File: src/rtl/axil2apb_bridge.sv
`default_nettype none
// =====================================================================
// Module   : axil2apb_bridge
// Brief    : AXI4-Lite responder that turns each single-beat read or
//            write into one APB3 transfer. One transaction in flight,
//            fair (alternating) read/write arbitration on conflict.
// Options  : APB_TIMEOUT_EN - abort an ACCESS phase that waits
//            TIMEOUT_CYCLES cycles without pready (SLVERR response).
// Revision : 1.0 - initial release
// =====================================================================
module axil2apb_bridge #(
   parameter int ADDR_W         = 32,
   parameter int DATA_W         = 32,
   parameter int TIMEOUT_CYCLES = 255
) (
   input  logic              s_axi_aclk,
   input  logic              s_axi_aresetn,
   input  logic              s_axi_awvalid,
   output logic              s_axi_awready,
   input  logic [ADDR_W-1:0] s_axi_awaddr,
   input  logic              s_axi_wvalid,
   output logic              s_axi_wready,
   input  logic [DATA_W-1:0] s_axi_wdata,
   output logic              s_axi_bvalid,
   input  logic              s_axi_bready,
   output logic [1:0]        s_axi_bresp,
   input  logic              s_axi_arvalid,
   output logic              s_axi_arready,
   input  logic [ADDR_W-1:0] s_axi_araddr,
   output logic              s_axi_rvalid,
   input  logic              s_axi_rready,
   output logic [DATA_W-1:0] s_axi_rdata,
   output logic [1:0]        s_axi_rresp,
   output logic [ADDR_W-1:0] paddr,
   output logic              psel,
   output logic              penable,
   output logic              pwrite,
   output logic [DATA_W-1:0] pwdata,
   input  logic [DATA_W-1:0] prdata,
   input  logic              pready,
   input  logic              pslverr
);

   localparam logic [1:0] c_RESP_OKAY   = 2'b00;
   localparam logic [1:0] c_RESP_SLVERR = 2'b10;

   typedef enum logic [2:0] {
      S_IDLE   = 3'd0,
      S_SETUP  = 3'd1,
      S_ACCESS = 3'd2,
      S_WRESP  = 3'd3,
      S_RRESP  = 3'd4
   } state_t;

   state_t              r_state;
   logic                r_last_wr;   // 1: last granted kind was a write
   logic [ADDR_W-1:0]   r_paddr;
   logic [DATA_W-1:0]   r_pwdata;
   logic                r_pwrite;
   logic                r_psel;
   logic                r_penable;
   logic                r_bvalid;
   logic [1:0]          r_bresp;
   logic                r_rvalid;
   logic [1:0]          r_rresp;
   logic [DATA_W-1:0]   r_rdata;

   logic                w_idle;
   logic                w_wr_pend;
   logic                w_rd_pend;
   logic                w_grant_wr;
   logic                w_grant_rd;

`ifdef APB_TIMEOUT_EN
   localparam int                 c_CNT_W   = $clog2(TIMEOUT_CYCLES + 1);
   localparam logic [c_CNT_W-1:0] c_TO_LAST = c_CNT_W'(TIMEOUT_CYCLES - 1);
   logic [c_CNT_W-1:0] r_to_cnt;
   logic               w_to_hit;
   // This wait-state cycle is the one that brings the count to the limit
   assign w_to_hit = (r_to_cnt == c_TO_LAST);
`else
   logic w_unused_timeout;
   assign w_unused_timeout = (TIMEOUT_CYCLES != 0);
`endif

   // Readies are gated by reset so every output reads 0 while in reset
   assign w_idle     = (r_state == S_IDLE) && s_axi_aresetn;
   assign w_wr_pend  = s_axi_awvalid & s_axi_wvalid;
   assign w_rd_pend  = s_axi_arvalid;
   // On a conflict the kind that did not win last time is granted
   assign w_grant_wr = w_idle & w_wr_pend & (~w_rd_pend | ~r_last_wr);
   assign w_grant_rd = w_idle & w_rd_pend & (~w_wr_pend |  r_last_wr);

   assign s_axi_awready = w_grant_wr;
   assign s_axi_wready  = w_grant_wr;
   assign s_axi_arready = w_grant_rd;

   assign s_axi_bvalid  = r_bvalid;
   assign s_axi_bresp   = r_bresp;
   assign s_axi_rvalid  = r_rvalid;
   assign s_axi_rresp   = r_rresp;
   assign s_axi_rdata   = r_rdata;
   assign paddr         = r_paddr;
   assign psel          = r_psel;
   assign penable       = r_penable;
   assign pwrite        = r_pwrite;
   assign pwdata        = r_pwdata;

   // Transaction FSM: accept, run SETUP/ACCESS, hold the response
   always_ff @(posedge s_axi_aclk or negedge s_axi_aresetn) begin
      if (!s_axi_aresetn) begin
         r_state   <= S_IDLE;
         r_last_wr <= 1'b0;
         r_paddr   <= '0;
         r_pwdata  <= '0;
         r_pwrite  <= 1'b0;
         r_psel    <= 1'b0;
         r_penable <= 1'b0;
         r_bvalid  <= 1'b0;
         r_bresp   <= c_RESP_OKAY;
         r_rvalid  <= 1'b0;
         r_rresp   <= c_RESP_OKAY;
         r_rdata   <= '0;
`ifdef APB_TIMEOUT_EN
         r_to_cnt  <= '0;
`endif
      end else begin
         case (r_state)
            S_IDLE: begin
               if (w_grant_wr) begin
                  r_paddr   <= s_axi_awaddr;
                  r_pwdata  <= s_axi_wdata;
                  r_pwrite  <= 1'b1;
                  r_psel    <= 1'b1;
                  r_last_wr <= 1'b1;
                  r_state   <= S_SETUP;
               end else if (w_grant_rd) begin
                  r_paddr   <= s_axi_araddr;
                  r_pwrite  <= 1'b0;
                  r_psel    <= 1'b1;
                  r_last_wr <= 1'b0;
                  r_state   <= S_SETUP;
               end
            end
            S_SETUP: begin
               r_penable <= 1'b1;
`ifdef APB_TIMEOUT_EN
               r_to_cnt  <= '0;
`endif
               r_state   <= S_ACCESS;
            end
            S_ACCESS: begin
               if (pready) begin
                  r_psel    <= 1'b0;
                  r_penable <= 1'b0;
                  if (r_pwrite) begin
                     r_bvalid <= 1'b1;
                     r_bresp  <= pslverr ? c_RESP_SLVERR : c_RESP_OKAY;
                     r_state  <= S_WRESP;
                  end else begin
                     r_rvalid <= 1'b1;
                     r_rresp  <= pslverr ? c_RESP_SLVERR : c_RESP_OKAY;
                     r_rdata  <= prdata;
                     r_state  <= S_RRESP;
                  end
               end
`ifdef APB_TIMEOUT_EN
               else if (w_to_hit) begin
                  // Abandon the transfer; a pready arriving later is ignored
                  r_psel    <= 1'b0;
                  r_penable <= 1'b0;
                  if (r_pwrite) begin
                     r_bvalid <= 1'b1;
                     r_bresp  <= c_RESP_SLVERR;
                     r_state  <= S_WRESP;
                  end else begin
                     r_rvalid <= 1'b1;
                     r_rresp  <= c_RESP_SLVERR;
                     r_rdata  <= '0;
                     r_state  <= S_RRESP;
                  end
               end else begin
                  r_to_cnt <= r_to_cnt + 1'b1;
               end
`endif
            end
            S_WRESP: begin
               if (s_axi_bready) begin
                  r_bvalid <= 1'b0;
                  r_state  <= S_IDLE;
               end
            end
            S_RRESP: begin
               if (s_axi_rready) begin
                  r_rvalid <= 1'b0;
                  r_state  <= S_IDLE;
               end
            end
            default: begin
               r_state <= S_IDLE;
            end
         endcase
      end
   end

endmodule
`default_nettype wire

File: config.mk
export PLATFORM = sky130hd
export DESIGN_NAME = axil2apb_bridge
export DESIGN_NICKNAME = d
export VERILOG_FILES = /design/src/rtl/axil2apb_bridge.sv
export SDC_FILE = /design/constraint.sdc
export NUM_CORES = 1
export LEC_CHECK = 0
export CORE_ASPECT_RATIO = 0.5
export CORE_MARGIN = 2
export CORE_UTILIZATION = 45
export CTS_CLUSTER_SIZE = 25
export DETAILED_ROUTE_END_ITERATION = 8
export DONT_BUFFER_PORTS = 1
export MAX_ROUTING_LAYER = met4
export PLACE_DENSITY = 0.62
export RECOVER_POWER = 100
export SLEW_MARGIN = 25
export SYNTH_ARGS = -nofsm -noshare
export SYNTH_HDL_FRONTEND = slang
export SYNTH_SLANG_ARGS = --single-unit
export TNS_END_PERCENT = 1
File: constraint.sdc
create_clock -name s_axi_aclk -period 2.5 [get_ports s_axi_aclk]
set_input_delay 0.25 -clock s_axi_aclk [delete_from_list [all_inputs] [get_ports s_axi_aclk]]
set_output_delay 0.25 -clock s_axi_aclk [all_outputs]
set_load 0.1 [all_outputs]
# ---- Word-level counts from Yosys, hierarchy flattened
# Cells that the tools add are included.
dict set report totals {
  ff_bits 108
  input_bits 137
  out_inout_bits 108
  wordCells 72
}
dict set report op_classes {
  n_eq_ne 10
  mux 25
  bitwise 10
  reduce_logical 16
}
# operator n
set op_table {}
lappend op_table {{$mux 32} 2}
lappend op_table {{$mux 3} 6}
lappend op_table {{$pmux 3 s5} 1}
lappend op_table {{$reduce_and 4->1} 3}
lappend op_table {{$mux 1} 11}
lappend op_table {{$ne 2x2->1 const B} 5}
lappend op_table {{$reduce_bool 2->1} 5}
lappend op_table {{$reduce_and 3->1} 3}
lappend op_table {{$pmux 1 s2} 4}
lappend op_table {{$eq 3x2->1 const B} 2}
lappend op_table {{$reduce_and 2->1} 3}
lappend op_table {{$and 1x1->1} 5}
lappend op_table {{$eq 3x1->1 const B} 1}
lappend op_table {{$eq 3x3->1 const B} 1}
lappend op_table {{$logic_not 3->1} 1}
lappend op_table {{$ne 3x3->1 const B} 1}
lappend op_table {{$not 1->1} 3}
lappend op_table {{$mux 2} 1}
lappend op_table {{$or 1x1->1} 2}
lappend op_table {{$logic_and 1x1->1} 1}

# ---- Logic depth before layout (Yosys ltp)
dict set report depth {
  depth_word 7
  mapped_depth 6
  mapped_depth_nobuf 3
}

# ---- Least setup slack after synthesis
# No wires, ideal clock.
dict set report synth_timing {
  path_kind {flip-flop to output port}
  start {register, netlist name pwrite}
  end {output s_axi_wready}
  arrival_time_ns 2.596
  t_required_ns 2.250
  path_slack_ns -0.346
  path_stages_with_launch 7
  n_path_buf 3
  cell_sequence {dfrtp_1 > clkbuf_1 > nand2_1 > nand3_2 > buf_4 > inv_1 > buf_4}
}
# element line
set synth_rtl {}
lappend synth_rtl {{end: declaration} 22} ;# output logic s_axi_wready,

# ---- Worst setup path after layout
dict set report layout_timing {
  start {register r_state[1]}
  end {output s_axi_wready}
}
dict set report layout_via {
  elab_chain_cells 4
}
# element line
set layout_rtl {}
lappend layout_rtl {{start: declaration} 55} ;# state_t r_state;
lappend layout_rtl {{start signal: assignment} 112} ;# r_state <= S_IDLE;
lappend layout_rtl {{start signal: assignment} 136} ;# r_state <= S_SETUP;
lappend layout_rtl {{start signal: assignment} 142} ;# r_state <= S_SETUP;
lappend layout_rtl {{$logic_not 3->1} 87} ;# assign w_idle = (r_state == S_IDLE) && s_axi_aresetn;
lappend layout_rtl {{$logic_and 1x1->1} 87}
lappend layout_rtl {{$and 1x1->1 (2 in series)} 91} ;# assign w_grant_wr = w_idle & w_wr_pend & (~w_rd_pend | ~r_last_wr);
# Every way passes these cells.

==> results.ini <==
[placement]
gp_congestion = 0.764
port_buffers = 0
pre_cts_slack_ns = 0.631
dpl.hpwl_mm = 7.67

[timing]
max_clock_freq_mhz = 455
fin_ws_ns = 0.302
min_period_over_period_pct = 87.9
relSlewSlack_pct = 15.5
holdWs_ns = -0.408
finalClockSkew_ns = 0.00951
timing.setup.tns_ns = 0
maxSlewViolCount = 0
rsz0062_at_grt = no
post-route-min-period_ns = 2.20
hold_violations = 106
finalSetupViolCount = 0
max_slew.worst_pin.slew_ns = 1.27

[run]
drv_cap = 0

[min_path]
hold_class = primary input to async pin

[clock_network]
cts_tree = yes
numClockSinks = 106
cts_hold_buf = 1
cts_resized = 0
cts.path.max_buffers = 2
clock-root-buffer = clkbuf_16
htreeDepth = 3
postCtsSetupRepairBufs = 0
insertion_delay_ns = 0.35
cts.reportedPaths.clkPinSlew_ns = 0.07
cts_buffers = 9

[yosys]
synthCells = 379
synth_area_leaders = dfrtp_1 57%, mux2_2 9.3%, mux2_4 9.1%
yosysSeqAreaShare_pct = 57.3
synth.distinct_cells = 30
synth_ff_type = dfrtp_1
synth-edff-count = 0
avgSynthCellArea_um2 = 12.2
synth-seq-cells = 106
syn_area_um2 = 4630
synth-async-reset-ratio_pct = 100
synth_top_cell_by_area = dfrtp_1
ys.warnings.count = 0
netlist.area_leader.share_pct = 57.3

[layout]
num-nets-final = 541
drive_above_1_share_pct = 18.3
area_delta_synth_final_pct = 10.6
final_cell_mix = 106 x dfrtp_1, 38 x mux2_2, 36 x a21oi_1, 36 x o21ai_0, 35 x clkbuf_1
final_common_cell = dfrtp_1

[critical_path]
end_kind = primary output
critPathKind = flop to primary output
cp.arrival_ns = 1.95
startpoint_type = flop
crit_fanout = 10
required_ns = 2.25

[floorplan]
die-area_um2 = 11200
fp.dieW_um = 147
die_height_um = 75.7
io_pins = 245
core_area_um2 = 10100
rows = 26
start_util_pct = 45.7

[global_route]
grt_pass1_vias = 2956
grt_pass1_wl_mm = 15.8
grt-ovfl-total = 0
antenna_found_initial = 1
globalRouteTotalUtil_pct = 19.1
grt_max_degree = 108

[route]
drc = 0
wirelength_mm = 10.8
first_pass_iters = 5
antenna_left = 0
routed_via_density = 5.79
vias = 3184
drt_iter0_markers = 194
post_drt_wl_per_cell_um = 19.6

[run_status]
status = finished, violations left
violations = hold timing

-- cell families (layout without fill, tap and decap cells) --
logic type	count (synthesis)	after routing	synth area share [%]
compound gates	111	111	13.4
other cells	1	3	0.0811
mux	66	66	18.3
flops	106	106	57.3
simple gates	54	54	6.84
buf+inv	41	70	4.03
-- synthesized netlist by cell type, drive strengths merged (2+ instances only) --
cell type	count
a21oi	36
nand2	4
dfrtp	106
nand3	33
and2	3
or3b	2
nor2	2
clkbuf	22
mux2	66
buf	14
a21o	3
nand2b	3
inv	5
o21ai	36
a31oi	32
-- cell type report --
| cell class | count | area, um2 |
|---|---|---|
| multi-input cells | 233 | 1700 |
| diodes | 1 | 2.50 |
| clock inverters | 5 | 45.0 |
| flip-flops and latches | 106 | 2650 |
| well taps | 140 | 175 |
| fillers | 940 | 5000 |
| clock buffers | 11 | 253 |
| inverters | 5 | 22.5 |
| repair buffers | 49 | 269 |
-- worst max-delay path, cell delays in order, from the launching register on --
cell and delay, ns:
dfrtp_1 0.50, nor4b_4 0.42, nand3_1 0.16, buf_4 0.22, clkinvlp_4 0.12, buf_12 0.18
-- sequential cells by signal, indices dropped and copies added, names as in the netlist --
signal / flops
paddr: 32
pwdata: 32
s_axi_rdata: 32
r_state: 3
penable: 1
psel: 1
pwrite: 1
s_axi_bresp: 1
s_axi_bvalid: 1
s_axi_rresp: 1
s_axi_rvalid: 1
-- final timing paths --
check	start	to	slack, ns	cells past startpoint
worst max-delay path	r_state[1]	s_axi_wready	0.30	5
worst min-delay path	s_axi_aresetn	paddr[28]	-0.41	0
worst max register to register	r_state[0]	s_axi_rdata[21]	0.35	4
worst min register to register	s_axi_rvalid	s_axi_rvalid	0.56	1
max in group asynchronous	s_axi_aresetn	s_axi_rdata[3]	2.73	0
min in group s_axi_aclk	s_axi_wdata[20]	pwdata[20]	0.03	1
-- per-layer routing --
layer | GRT usage, % | routed length, um | up-vias
met2 | 32.7 | 5610 | 174
li1 | - | - | 1429
met3 | 5.57 | 820 | 10
met5 | - | 0 | -
met4 | 5.56 | 102 | 0
met1 | 22.5 | 4230 | 1571
-- stage by stage --
step / cells / utilization, % / instance area, um2 / hold slack [ns]
CTS: 549 / 53.1 / 5370 / -0.417
global placement: 532 / 50.0 / 5060 / -0.0437
floorplan: 380 / - / 4640 / -0.0456
finish: 550 / 50.6 / 5110 / -0.408
detailed placement: 532 / 50.0 / 5060 / -0.0443
global route: 550 / 50.6 / 5110 / -0.425
Power is not shown: default switching activity piles up to over one toggle a cycle in this logic, so the estimate is an artifact.
